==> src/rtl/omega_net_pkg.sv <==
// Shared constants for the omega network: switch select codes, loader states, and a clog2 helper.
package omega_net_pkg;

  localparam logic [1:0] SEL_PASS   = 2'b00;
  localparam logic [1:0] SEL_CROSS  = 2'b01;
  localparam logic [1:0] SEL_BCAST0 = 2'b10;
  localparam logic [1:0] SEL_BCAST1 = 2'b11;

  localparam logic [1:0] LD_EMPTY   = 2'd0;
  localparam logic [1:0] LD_LOADING = 2'd1;
  localparam logic [1:0] LD_FULL    = 2'd2;

  // Ceiling log2; clog2(1) = 0.
  function automatic int clog2(input int value);
    int r;
    r = 0;
    while ((1 << r) < value) r++;
    return r;
  endfunction

endpackage

==> src/rtl/omega_sw2x2_v.sv <==
// Combinational 2x2 switch on {valid,data}; broadcast duplicates the valid bit along with the data.
module omega_sw2x2_v
  import omega_net_pkg::*;
#(
  parameter int W = 17
) (
  input  logic [1:0]   sel,
  input  logic [W-1:0] in0,
  input  logic [W-1:0] in1,
  output logic [W-1:0] out0,
  output logic [W-1:0] out1
);

  always_comb begin
    out0 = in0;
    out1 = in1;
    case (sel)
      SEL_PASS:   begin out0 = in0; out1 = in1; end
      SEL_CROSS:  begin out0 = in1; out1 = in0; end
      SEL_BCAST0: begin out0 = in0; out1 = in0; end
      SEL_BCAST1: begin out0 = in1; out1 = in1; end
      default:    begin out0 = in0; out1 = in1; end
    endcase
  end

endmodule

==> src/rtl/reg_pipe.sv <==
// Enable-gated register chain of NUM_STAGES stages with asynchronous active-low reset.
module reg_pipe #(
  parameter int WIDTH      = 1,
  parameter int NUM_STAGES = 1
) (
  input  logic             clk,
  input  logic             rst,
  input  logic             en,
  input  logic [WIDTH-1:0] d,
  output logic [WIDTH-1:0] q
);

  logic [WIDTH-1:0] pipe_reg [NUM_STAGES];

  always_ff @(posedge clk or negedge rst) begin
    if (!rst) begin
      for (int k = 0; k < NUM_STAGES; k++) pipe_reg[k] <= '0;
    end else if (en) begin
      pipe_reg[0] <= d;
      for (int k = 1; k < NUM_STAGES; k++) pipe_reg[k] <= pipe_reg[k-1];
    end
  end

  assign q = pipe_reg[NUM_STAGES-1];

endmodule

==> src/rtl/omega_net_pipe_cfg.sv <==
// Pipelined N-lane omega network with a double-buffered switch configuration
// whose shadow-to-active swap rides a commit token alongside the data.
module omega_net_pipe_cfg
  import omega_net_pkg::*;
#(
  parameter int N          = 8,
  parameter int WIDTH      = 16,
  parameter int STAGES     = 3,
  parameter int PIPE_EXTRA = 0
) (
  input  logic               clk,
  input  logic               rst,
  input  logic               en,
  input  logic [N*WIDTH-1:0] in_data,
  input  logic [N-1:0]       in_valid,
  output logic [N*WIDTH-1:0] out_data,
  output logic [N-1:0]       out_valid,
  input  logic               conf_valid,
  output logic               conf_ready,
  input  logic [N-1:0]       conf_data,
  input  logic               conf_commit,
  output logic               conf_err,
  output logic               conf_busy
);

  localparam int LW      = WIDTH + 1;
  localparam int HALF    = N / 2;
  localparam int DEPTH   = PIPE_EXTRA + 1;
  localparam int TOK_LEN = (STAGES + 1) * DEPTH;
  localparam int CW      = clog2(STAGES + 1);

  // Boundary b register input/output; lane i packed as {valid,data} at [i*LW +: LW].
  wire [N*LW-1:0] bnd_d [STAGES+1];
  wire [N*LW-1:0] bnd_q [STAGES+1];

  logic [N-1:0]   active_reg [STAGES];
  logic [N-1:0]   shadow_reg [STAGES];
  logic [N-1:0]   snap_reg   [STAGES];
  logic [N-1:0]   sel_eff    [STAGES];
  logic [1:0]     ld_state_reg;
  logic [CW-1:0]  cnt_reg;
  logic [TOK_LEN-1:0] tok_reg;
  logic           pend_reg;
  logic           err_reg;

  logic word_acc;
  logic launch;
  logic tok_in;

  assign launch     = conf_commit && (ld_state_reg == LD_FULL);
  assign tok_in     = launch || pend_reg;
  assign conf_busy  = (|tok_reg) || pend_reg;
  assign conf_ready = (ld_state_reg != LD_FULL) && !conf_busy;
  assign word_acc   = conf_valid && conf_ready;
  assign conf_err   = err_reg;

  genvar gi, gj;
  generate
    for (gi = 0; gi < N; gi++) begin : g_lane
      assign bnd_d[0][gi*LW +: LW]      = {in_valid[gi], in_data[gi*WIDTH +: WIDTH]};
      assign out_data[gi*WIDTH +: WIDTH] = bnd_q[STAGES][gi*LW +: WIDTH];
      assign out_valid[gi]               = bnd_q[STAGES][gi*LW + WIDTH];
    end

    for (gi = 0; gi <= STAGES; gi++) begin : g_bnd
      reg_pipe #(.WIDTH(N*LW), .NUM_STAGES(DEPTH)) u_bnd (
        .clk (clk),
        .rst (rst),
        .en  (en),
        .d   (bnd_d[gi]),
        .q   (bnd_q[gi])
      );
    end

    for (gi = 0; gi < STAGES; gi++) begin : g_stage
      // The vector sitting next to the token must already see the new settings.
      assign sel_eff[gi] = tok_reg[(gi+1)*DEPTH-1] ? snap_reg[gi] : active_reg[gi];
      for (gj = 0; gj < HALF; gj++) begin : g_sw
        omega_sw2x2_v #(.W(LW)) u_sw (
          .sel  (sel_eff[gi][2*gj +: 2]),
          .in0  (bnd_q[gi][gj*LW +: LW]),
          .in1  (bnd_q[gi][(gj+HALF)*LW +: LW]),
          .out0 (bnd_d[gi+1][(2*gj)*LW +: LW]),
          .out1 (bnd_d[gi+1][(2*gj+1)*LW +: LW])
        );
      end
    end
  endgenerate

  always_ff @(posedge clk or negedge rst) begin
    if (!rst) begin
      ld_state_reg <= LD_EMPTY;
      cnt_reg      <= '0;
      err_reg      <= 1'b0;
      for (int k = 0; k < STAGES; k++) begin
        shadow_reg[k] <= '0;
        snap_reg[k]   <= '0;
      end
    end else begin
      err_reg <= conf_commit && (ld_state_reg != LD_FULL);
      if (launch) begin
        ld_state_reg <= LD_EMPTY;
        cnt_reg      <= '0;
        for (int k = 0; k < STAGES; k++) snap_reg[k] <= shadow_reg[k];
      end else if (word_acc) begin
        for (int k = 0; k < STAGES; k++)
          if (cnt_reg == CW'(k)) shadow_reg[k] <= conf_data;
        cnt_reg      <= cnt_reg + CW'(1);
        ld_state_reg <= (cnt_reg == CW'(STAGES-1)) ? LD_FULL : LD_LOADING;
      end
    end
  end

  // A commit seen while frozen waits in pend_reg and joins the next advancing vector.
  always_ff @(posedge clk or negedge rst) begin
    if (!rst) begin
      tok_reg  <= '0;
      pend_reg <= 1'b0;
    end else if (en) begin
      tok_reg  <= {tok_reg[TOK_LEN-2:0], tok_in};
      pend_reg <= 1'b0;
    end else begin
      pend_reg <= tok_in;
    end
  end

  always_ff @(posedge clk or negedge rst) begin
    if (!rst) begin
      for (int k = 0; k < STAGES; k++) active_reg[k] <= '0;
    end else if (en) begin
      for (int k = 0; k < STAGES; k++)
        if (tok_reg[(k+1)*DEPTH-1]) active_reg[k] <= snap_reg[k];
    end
  end

endmodule
==> config.mk <==
export PLATFORM = sky130hd
export DESIGN_NAME = omega_net_pipe_cfg
export DESIGN_NICKNAME = d
export VERILOG_FILES = /design/src/rtl/omega_net_pkg.sv /design/src/rtl/omega_sw2x2_v.sv /design/src/rtl/reg_pipe.sv /design/src/rtl/omega_net_pipe_cfg.sv
export SDC_FILE = /design/constraint.sdc
export NUM_CORES = 1
export LEC_CHECK = 0
export CAP_MARGIN = 15
export CORE_ASPECT_RATIO = 1.2
export CORE_UTILIZATION = 45
export CTS_CLUSTER_DIAMETER = 150
export CTS_CLUSTER_SIZE = 24
export DETAILED_ROUTE_END_ITERATION = 6
export GPL_ROUTABILITY_DRIVEN = 1
export GPL_TIMING_DRIVEN = 0
export PLACE_DENSITY = 0.77
export SLEW_MARGIN = 20
export SYNTH_ARGS = -nofsm -noshare
export SYNTH_HDL_FRONTEND = slang
export SYNTH_HIERARCHICAL = 1
export SYNTH_SLANG_ARGS = --single-unit
==> constraint.sdc <==
create_clock -name clk -period 4 [get_ports clk]
set_input_delay 1 -clock clk [delete_from_list [all_inputs] [get_ports clk]]
set_output_delay 1 -clock clk [all_outputs]
set_load 0.05 [all_outputs]
==> results of run 1 <==
## layer usage
metal  routed length, µm  share of wire, %  vias up
met5                  11             0.014        -
met4                3410               4.3        2
met3                2909               3.7      129
met2               40180                51      334
met1               32860                41     8717
li1                    -                 -     7482
## worst reg2reg max path, delay by kind of cell, from the launching register on
kind                     cells  cell delay [ns]
flip-flops                   1             0.43
AND/OR/NAND/NOR              1             0.30
multiplexers                 3             1.03
adder cells (fa/ha/maj)      1             0.26
buffers and inverters        2             0.48
## path summary, 6_finish.rpt
check                      cells past startpoint  slack (ns)              endpoint
setup reg to reg                               7        1.38  g_bnd[3].u_bnd/q[82]
max in group asynchronous                      3        2.19  g_bnd[0].u_bnd/q[82]
hold reg to reg                                2        0.48           snap_reg[7]
min in group clk                               2        0.48           snap_reg[7]
hold / removal                                 1        0.35  g_bnd[3].u_bnd/q[25]
setup / recovery                               4        0.29            conf_ready
## through the flow
step	worst slack, ns	power, W	cells	hold slack [ns]
floorplan	0.8900	0.02204	1917	0.4331
global placement	-24.65	0.02677	3095	0.4506
detailed placement	0.9419	0.02713	3101	0.4613
CTS	0.2498	0.03062	3133	0.3464
global route	0.2036	0.03181	3133	0.3814
finish	0.2877	0.03043	3133	0.3534
## kinds of logic after synthesis
group                      after synthesis
AOI/OAI and AO/OA                        9
adders and majority gates               27
buffers and inverters                  123
DFF                                    626
muxes                                 1025
and+or+nand+nor                        107
## power groups by stage
stage               clock, W  sequential (W)  combinational, W
floorplan                  0          0.0127           0.00931
global placement           0          0.0112            0.0155
detailed placement         0          0.0114            0.0158
CTS                  0.00345          0.0113            0.0159
global route         0.00365          0.0116            0.0166
finish               0.00336          0.0112            0.0158
## synth_stat cells, drive strengths merged
library cell	count	area (µm²)
o21a	1	7.510
inv	17	63.81
nor2	17	153.9
nand2	76	285.3
a21oi	3	15.01
dfrtp	626	15670
and2	1	6.260
nand3b	1	7.510
mux2i	1	10.01
clkbuf	6	22.52
nand4	4	43.80
o21ai	3	15.01
ha	27	337.8
nor2b	1	6.260
or4	1	7.510
buf	100	979.7
nand2b	1	6.260
nor4b	1	23.77
and3b	1	8.760
or2	1	6.260
nor3	1	5.000
or4b	1	10.01
mux2	1024	12580
o31ai	2	15.01
## area by class of cell
class	count	area [µm²]	share of cell area, %
timing repair buffer	292	3033	8.609
inverter	17	63.81	0.1811
buffer	106	1002	2.845
tap	892	1116	3.168
multi-input combinational	1168	13550	38.47
clock buffer	30	750.7	2.131
clock inverter	2	46.29	0.1314
sequential	626	15670	44.46
==> results by stage, run 1 <==
Worst setup path:
- On the worst path, the slowest cell contributes a delay of 0.80 ns.
- Walking the worst path, the cells encountered are or2_2 -> or4_1 -> nor2_1 -> clkdlybuf4s50_1.
- STA classifies the critical path startpoint as a flip-flop.
- For the worst setup path, the data arrival time is 2.71 ns.
- The critical path is of the flip-flop to output pin type.
- The number of buffers and inverters on the critical path is 1.
- The kind of cell adding the most delay to the critical path is simple AND/OR/NAND/NOR gates.
- The worst flop-to-flop path startpoint is tok_reg[2].
- The critical path required time is 3.00 ns.
- Of all nets on the critical path, the largest fanout is 4.
- The timing startpoint of the critical path is tok_reg[0].
- The cell with the largest stage delay on the worst path is sky130_fd_sc_hd__clkdlybuf4s50_1.
- The worst setup path is captured at an output pin.

Global route:
- The busiest layer in global routing is met2.
- The number of global-route vias before repair was 18610.
- The met3 usage is 2.847%.
- For this run, the total global-route usage over all layers was measured as 23.55%.
- The met2 track demand over resource in global routing is 41.09%.
- Entering global routing, the biggest net connects 106 pins.
- The number of antenna violations at the first check in global routing is 3.
- The first-pass GRT wire length is 120200 µm.
- The remaining global-route overflow is 0.
- The global routing usage on met1 is 29.59%.

Floorplan:
- The die is 286.2 µm tall.
- The placeable core area is 66110 µm².
- The initial utilization of the core area, before any placement, comes to 45.81%.
- The die outline area is 68340 µm².
- 288 I/O pins were placed.
- In this run the horizontal extent of the chip is 238.8 µm.
- The number of core rows is 103.

Placed design:
- At the end of routability-driven placement, the weighted congestion stood at 0.8813.
- The total of buffers placed on input and output ports is 286.
- The total placed instance area is 34430 µm².
- The sum of net half-perimeters after detailed placement is 62290 µm.

CTS:
- The clock root buffer is sky130_fd_sc_hd__clkbuf_16.
- The later pin in the worst-skew pair is clocked with a latency of 0.63 ns.
- TritonCTS built the clock tree.
- After clock tree synthesis, the setup repair step added 0 buffers.
- CTS built an H-tree with a depth of 1.
- The clock passes through at most 3 buffers.
- The clock-pin slew reported for the worst setup and hold paths after clock tree synthesis is 0.10 ns.
- The number of hold buffers added after CTS was 0.
- The number of clock buffers added by TritonCTS is 30.
- The sink count of the clock tree is 626.
- The count of instances resized after the clock tree is built is 0.

Routing:
- The number of nets with antenna violations after detailed routing is 0.
- After detailed routing, the average wire length per cell comes to 25.33 µm.
- The final layout contains routed wiring with a total length of 79370 µm.
- The first TritonRoute pass finished after 5 iterations.
- The detailed-route via count is 16660.
- In the routed design, unresolved DRC markers number 0.
- In the routed layout, each cell is associated on average with a via count of 5.319.
- The detailed router finished its first iteration with 826 violations.

Cells and area:
- The share of cells above drive strength 1 is 52.61%.
- After routing the design area is 35230 µm².
- The final core area utilization is 53.29%.
- The top cell types in the final layout, fill and taps aside, are sky130_fd_sc_hd__mux2_2, sky130_fd_sc_hd__dfrtp_1, sky130_fd_sc_hd__clkdlybuf4s50_1, sky130_fd_sc_hd__mux2_4, sky130_fd_sc_hd__nand2_1.
- The fill cell total of the finished layout is 5372.
- The count of nets after finishing is 2417.
- Compared with the post-synthesis result, the final layout area differs by 16.33%.
- The number of antenna diodes in the final layout is 0.
- The number of flip-flops in the largest register is 544.
- The most common library cell in the layout ignoring fill and taps is sky130_fd_sc_hd__mux2_2.

Synth:
- Summing the areas of all compound-gate instances in the mapped netlist gives 0.1735% of the synthesized area.
- The average instance in the mapped netlist occupies 15.80 µm².
- Summing the sequential cell areas from Yosys gives 51.73% of the chip area.
- The synthesized netlist devotes 1.884% of its cell area to simple gates.
- The count of distinct cell types in the synthesized netlist is 30.
- The number of nets in the synthesized netlist is 2093.
- The fraction of synthesized cell area in xor and xnor cells is 0%.
- By area, the combinational part of the netlist is dominated by multiplexers.
- For this run, the number of Yosys warnings is 6.
- The number of storage elements in the synthesis netlist is 626.
- The post-synthesis share of cell area spent on full adders, half adders and majority gates is 1.116%.
- Synthesis produced 1917 cells.
- Multiplexer cells account for 41.58% of the synthesized area.
- After synthesis the cells add up to 30280 µm².

STA:
- Subtracting the final worst setup slack from the clock period gives 3.712 ns.
- The number of pins exceeding their max-slew limit in the final report is 0.
- Setup repair after global routing left no endpoint under its margin.
- The worst slew margin relative to its limit is 59.97%.
- Across the routed clock network, the largest skew measured is 0.02624 ns.
- Of the available clock period, the critical path in the final layout requires 92.81%.
- At the pin with the least slew margin, the transition time is 0.5985 ns.
- Derived from the worst setup path, the maximum achievable clock frequency is 269.4 MHz.
- Adding up every negative setup slack in the final design gives 0 ns.
- The number of hold-slack violations in the final timing report is 0.
- Setup violations remaining at the end of the flow were counted as 0.

Job:
- The count of max-cap constraint violations is 0.

Power:
- Per report_power, the sequential group accounts for 37.0% of the total.
- IR analysis of the VDD net gives a maximum drop of 795.4 µV.
- The analysis attributes to cell leakage a power of 15.75 nW.
- Of the total power, the share spent switching nets is 38.46%.
- The internal power component is 0.01873 W.
- Combinational logic burns 52.0% of the power.
- Summed over all nets, the switching power comes to 0.01170 W.
- The clock power share is 11.0%.
- In this run the power density over the cells is 863.6 nW/µm².

Outcome:
- The flow ran to the end, and the final reports show no timing, DRC or antenna violations.

Worst hold path:
- The path class of the tightest hold or removal check is input pin to asynchronous set/reset pin.
Note: power is estimated with default switching activity, not from simulation.
==> run 2, diff against run 1 <==
- CORE_UTILIZATION: 45 -> 30
- CTS_CLUSTER_SIZE: 24 -> default
- PLACE_DENSITY: 0.77 -> 0.59
==> run 2 against run 1 <==
  * Core utilization down 16 points
  * Flip-flop and latch count is the same
  * Clock power increased by 93%
  * Via count rose by 1.8%
  * Cell count grew 16%
  * Critical path depth is the same
  * Worst hold slack worse by 0.047 ns
  * Highest routed layer unchanged
  * Critical endpoint unchanged
  * Sequential power about the same
  * Power rose by 11%
==> results by stage, run 2 (synthesis gave the netlist of run 1 again) <==
STA:
- The worst hold slack after final layout came to 0.3062 ns (-0.04716 ns).
- The setup slack of the critical path after layout is 0.2620 ns (-0.02571 ns).
- The slew at the pin closest to its max-slew limit is 0.6605 ns (+0.06192 ns).
- The number of hold-slack violations in the final timing report is 0 (unchanged).
- The number of pins exceeding their max-slew limit in the final report is 0 (unchanged).
- The highest achievable clock rate is 267.5 MHz (-0.69%).
- The total negative setup slack is 0 ns (unchanged).
- The number of failing setup endpoints in the final timing report is 0 (unchanged).
- The setup skew after layout came to 0.02788 ns (+0.001643 ns).
- The final critical-path required period is 3.738 ns (+0.02571 ns).
- The final clock period utilization by the worst path came to 93.45% (+0.64 points).
- Setup repair after global routing left no endpoint under its margin.
- The worst slew margin relative to its limit is 55.83% (-4.1 points).

Cells and area:
- The share of cells above drive strength 1 was 53.62% (+1.0 points).
- The final core area utilization is 37.25% (-16 points).
- The fill cell total of the finished layout is 9270 (+73%).
- The count of nets after finishing is 2457 (+1.7%).
- The area growth from synthesis to layout is 22.95%.
- The final design instance area without fill came to 37240 µm² (+5.7%).
- The library cells used most frequently in the layout, excluding fill and tap cells, are sky130_fd_sc_hd__mux2_2, sky130_fd_sc_hd__dfrtp_1, sky130_fd_sc_hd__clkdlybuf4s50_1, sky130_fd_sc_hd__mux2_4, sky130_fd_sc_hd__nand2_1.
- The library cell used most frequently in the layout, excluding fill and tap cells, is sky130_fd_sc_hd__mux2_2.
- The number of flip-flops in the largest register is 544 (unchanged).

Global route:
- The global-route usage over all layers is 17.71% (-5.8 points).
- The remaining global-route overflow was 0 (unchanged).
- The first-pass GRT wire length is 131900 µm (+9.7%).
- The number of antenna violations at the first check in global routing came to 5 (+2).
- The number of global-route vias before repair is 18840 (+1.2%).
- The pin count of the biggest net entering global routing came to 100 (-5.7%).

Routing:
- The number of detailed-route iterations in the first pass is 4 (-1).
- The starting DRC count in detailed routing came to 886 (+7.3%).
- The average vias per placed instance is 4.682 (-12%).
- The number of nets with antenna violations after detailed routing is 0 (unchanged).
- The detailed-route via count is 16970 (+1.8%).
- The DRC violation count after routing is 0 (unchanged).
- The wire length per cell came to 24.90 µm (-1.7%).
- The total wire length after detailed routing was 90220 µm (+14%).

CTS:
- In this run the clock root is driven by a sky130_fd_sc_hd__clkbuf_16.
- TritonCTS built the clock tree.
- The H-tree depth reported by CTS is 3 (+2).
- The count of instances resized after the clock tree is built was 0 (unchanged).
- The maximum clock insertion buffer count is 3 (unchanged).
- The sink count of the clock tree is 626 (unchanged).
- The clock latency on the worst-skew pair is 0.63 ns (about the same).
- The number of CTS-inserted buffers is 69 (+130%).
- The clock-pin slew reported for the worst setup and hold paths after clock tree synthesis is 0.06 ns (-0.04 ns).
- The cts-stage hold buffer count is 0 (unchanged).
- The buffers inserted during post-CTS setup optimization came to 0 (unchanged).

Worst hold path:
- The type of the worst min-delay path is input pin to asynchronous set/reset pin.

Worst setup path:
- The setup path with the least slack is of type flip-flop to output pin.
- The critical path required time is 3.00 ns (about the same).
- The endpoint type of the worst setup path is an output pin.
- The critical path ends at conf_ready.
- The timing startpoint of the critical path is tok_reg[0].
- The critical-path maximum fanout is 4 (unchanged).
- The endpoint identified for the worst register-to-register timing path is g_bnd[3].u_bnd/q[76].
- The register-to-register path setup slack was 1.39 ns (about the same).
- The worst-case reg-to-reg path depth is 7 (unchanged).
- The data arrival time of the worst path came to 2.74 ns (+0.03 ns).
- The worst setup path is launched from a flip-flop.
- The worst flop-to-flop path startpoint is tok_reg[2].

Power:
- The leakage dissipation is 16.50 nW (+4.7%).
- The net switching power figure is 0.01273 W (+8.8%).
- The power density over the cells is 910.0 nW/µm² (+5.4%).
- The share of total power in combinational logic is 47.4% (-4.6 points).
- The clock power share came to 19.1% (+8.1 points).
- The net switching fraction of the power is 37.55% (-0.90 points).
- The internal power component came to 0.02116 W (+13%).
- The sequential group share of total power is 33.4% (-3.6 points).
- The worst vdd rail ir drop is 642.8 µV (-19%).

Placed design:
- The post-placement worst setup slack came to 0.8937 ns (-0.04820 ns).
- The total of buffers placed on input and output ports is 286 (unchanged).
- The sum of net half-perimeters after detailed placement is 70850 µm (+14%).
- The routability congestion estimate is 0.8629 (-2.1%).
- The total placed instance area is 34960 µm² (+1.5%).

Floorplan:
- The number of core rows is 127 (+23%).
- The die boundary width came to 292.0 µm (+22%).
- The height of the die is 350.0 µm (+22%).
- The placeable core area is 99950 µm² (+51%).
- The effective utilization at floorplan is 30.30% (-16 points).
- The die outline area was 102200 µm² (+50%).
- The count of pins on the block boundary was 288 (unchanged).

Outcome:
- The run finished with clean final reports.

Job:
- The count of max-cap constraint violations was 0 (unchanged).
-- run 2: changes by cell type in the layout (fill, tap and decap cells not counted), sizes merged --
cell,before,now
clkbuf,36,110
clkinv,2,10
inv,17,22
bufinv,0,4
buf,107,108
diode,0,1
-- run 2: routing by layer --
layer	GRT usage (%)	wire (µm)
met5	0	17
met4	5.983	2495
met3	2.629	3459
met2	31.37	46520
met1	21.90	37730
-- run 2: stage by stage --
step	power, W	instances
after floorplan	0.02204	1917
after global placement	0.02731	3493
after detailed placement	0.02756	3500
after CTS	0.03426	3623
after global routing	0.03542	3623
final	0.03389	3624
-- run 2: critical path: stages, from the launching register on --
cell,delay [ns]
sky130_fd_sc_hd__dfrtp_1,0.39
sky130_fd_sc_hd__or2_2,0.34
sky130_fd_sc_hd__or4_1,0.45
sky130_fd_sc_hd__nor2_1,0.13
sky130_fd_sc_hd__clkdlybuf4s50_1,0.81
-- run 2: area by class of cell --
class | count | area [µm²] | share of cell area (%)
sequential | 626 | 15670 | 42.07
clock buffer | 104 | 2008 | 5.393
inverter | 17 | 63.81 | 0.1714
buffer | 106 | 1002 | 2.692
multi-input combinational | 1168 | 13550 | 36.40
timing repair buffer | 293 | 3060 | 8.219
antenna | 1 | 2.502 | 0.006720
clock inverter | 19 | 266.5 | 0.7157
tap | 1290 | 1614 | 4.335
-- run 2: worst min path at each step --
stage	endpoint	slack (ns)	cells past startpoint
floorplan	snap_reg[0]	0.43	2
global placement	snap_reg[7]	0.46	2
detailed placement	snap_reg[7]	0.46	2
CTS	g_bnd[3].u_bnd/q[33]	0.29	1
global route	g_bnd[3].u_bnd/q[24]	0.33	1
finish	g_bnd[3].u_bnd/q[33]	0.31	1
-- run 2: power groups by stage --
stage	registers, W	logic (W)	clock network, W
after global placement	0.0113	0.0160	0
after CTS	0.0114	0.0163	0.00664
after detailed placement	0.0114	0.0161	0
final	0.0113	0.0161	0.00649
after global routing	0.0116	0.0169	0.00688
after floorplan	0.0127	0.00931	0
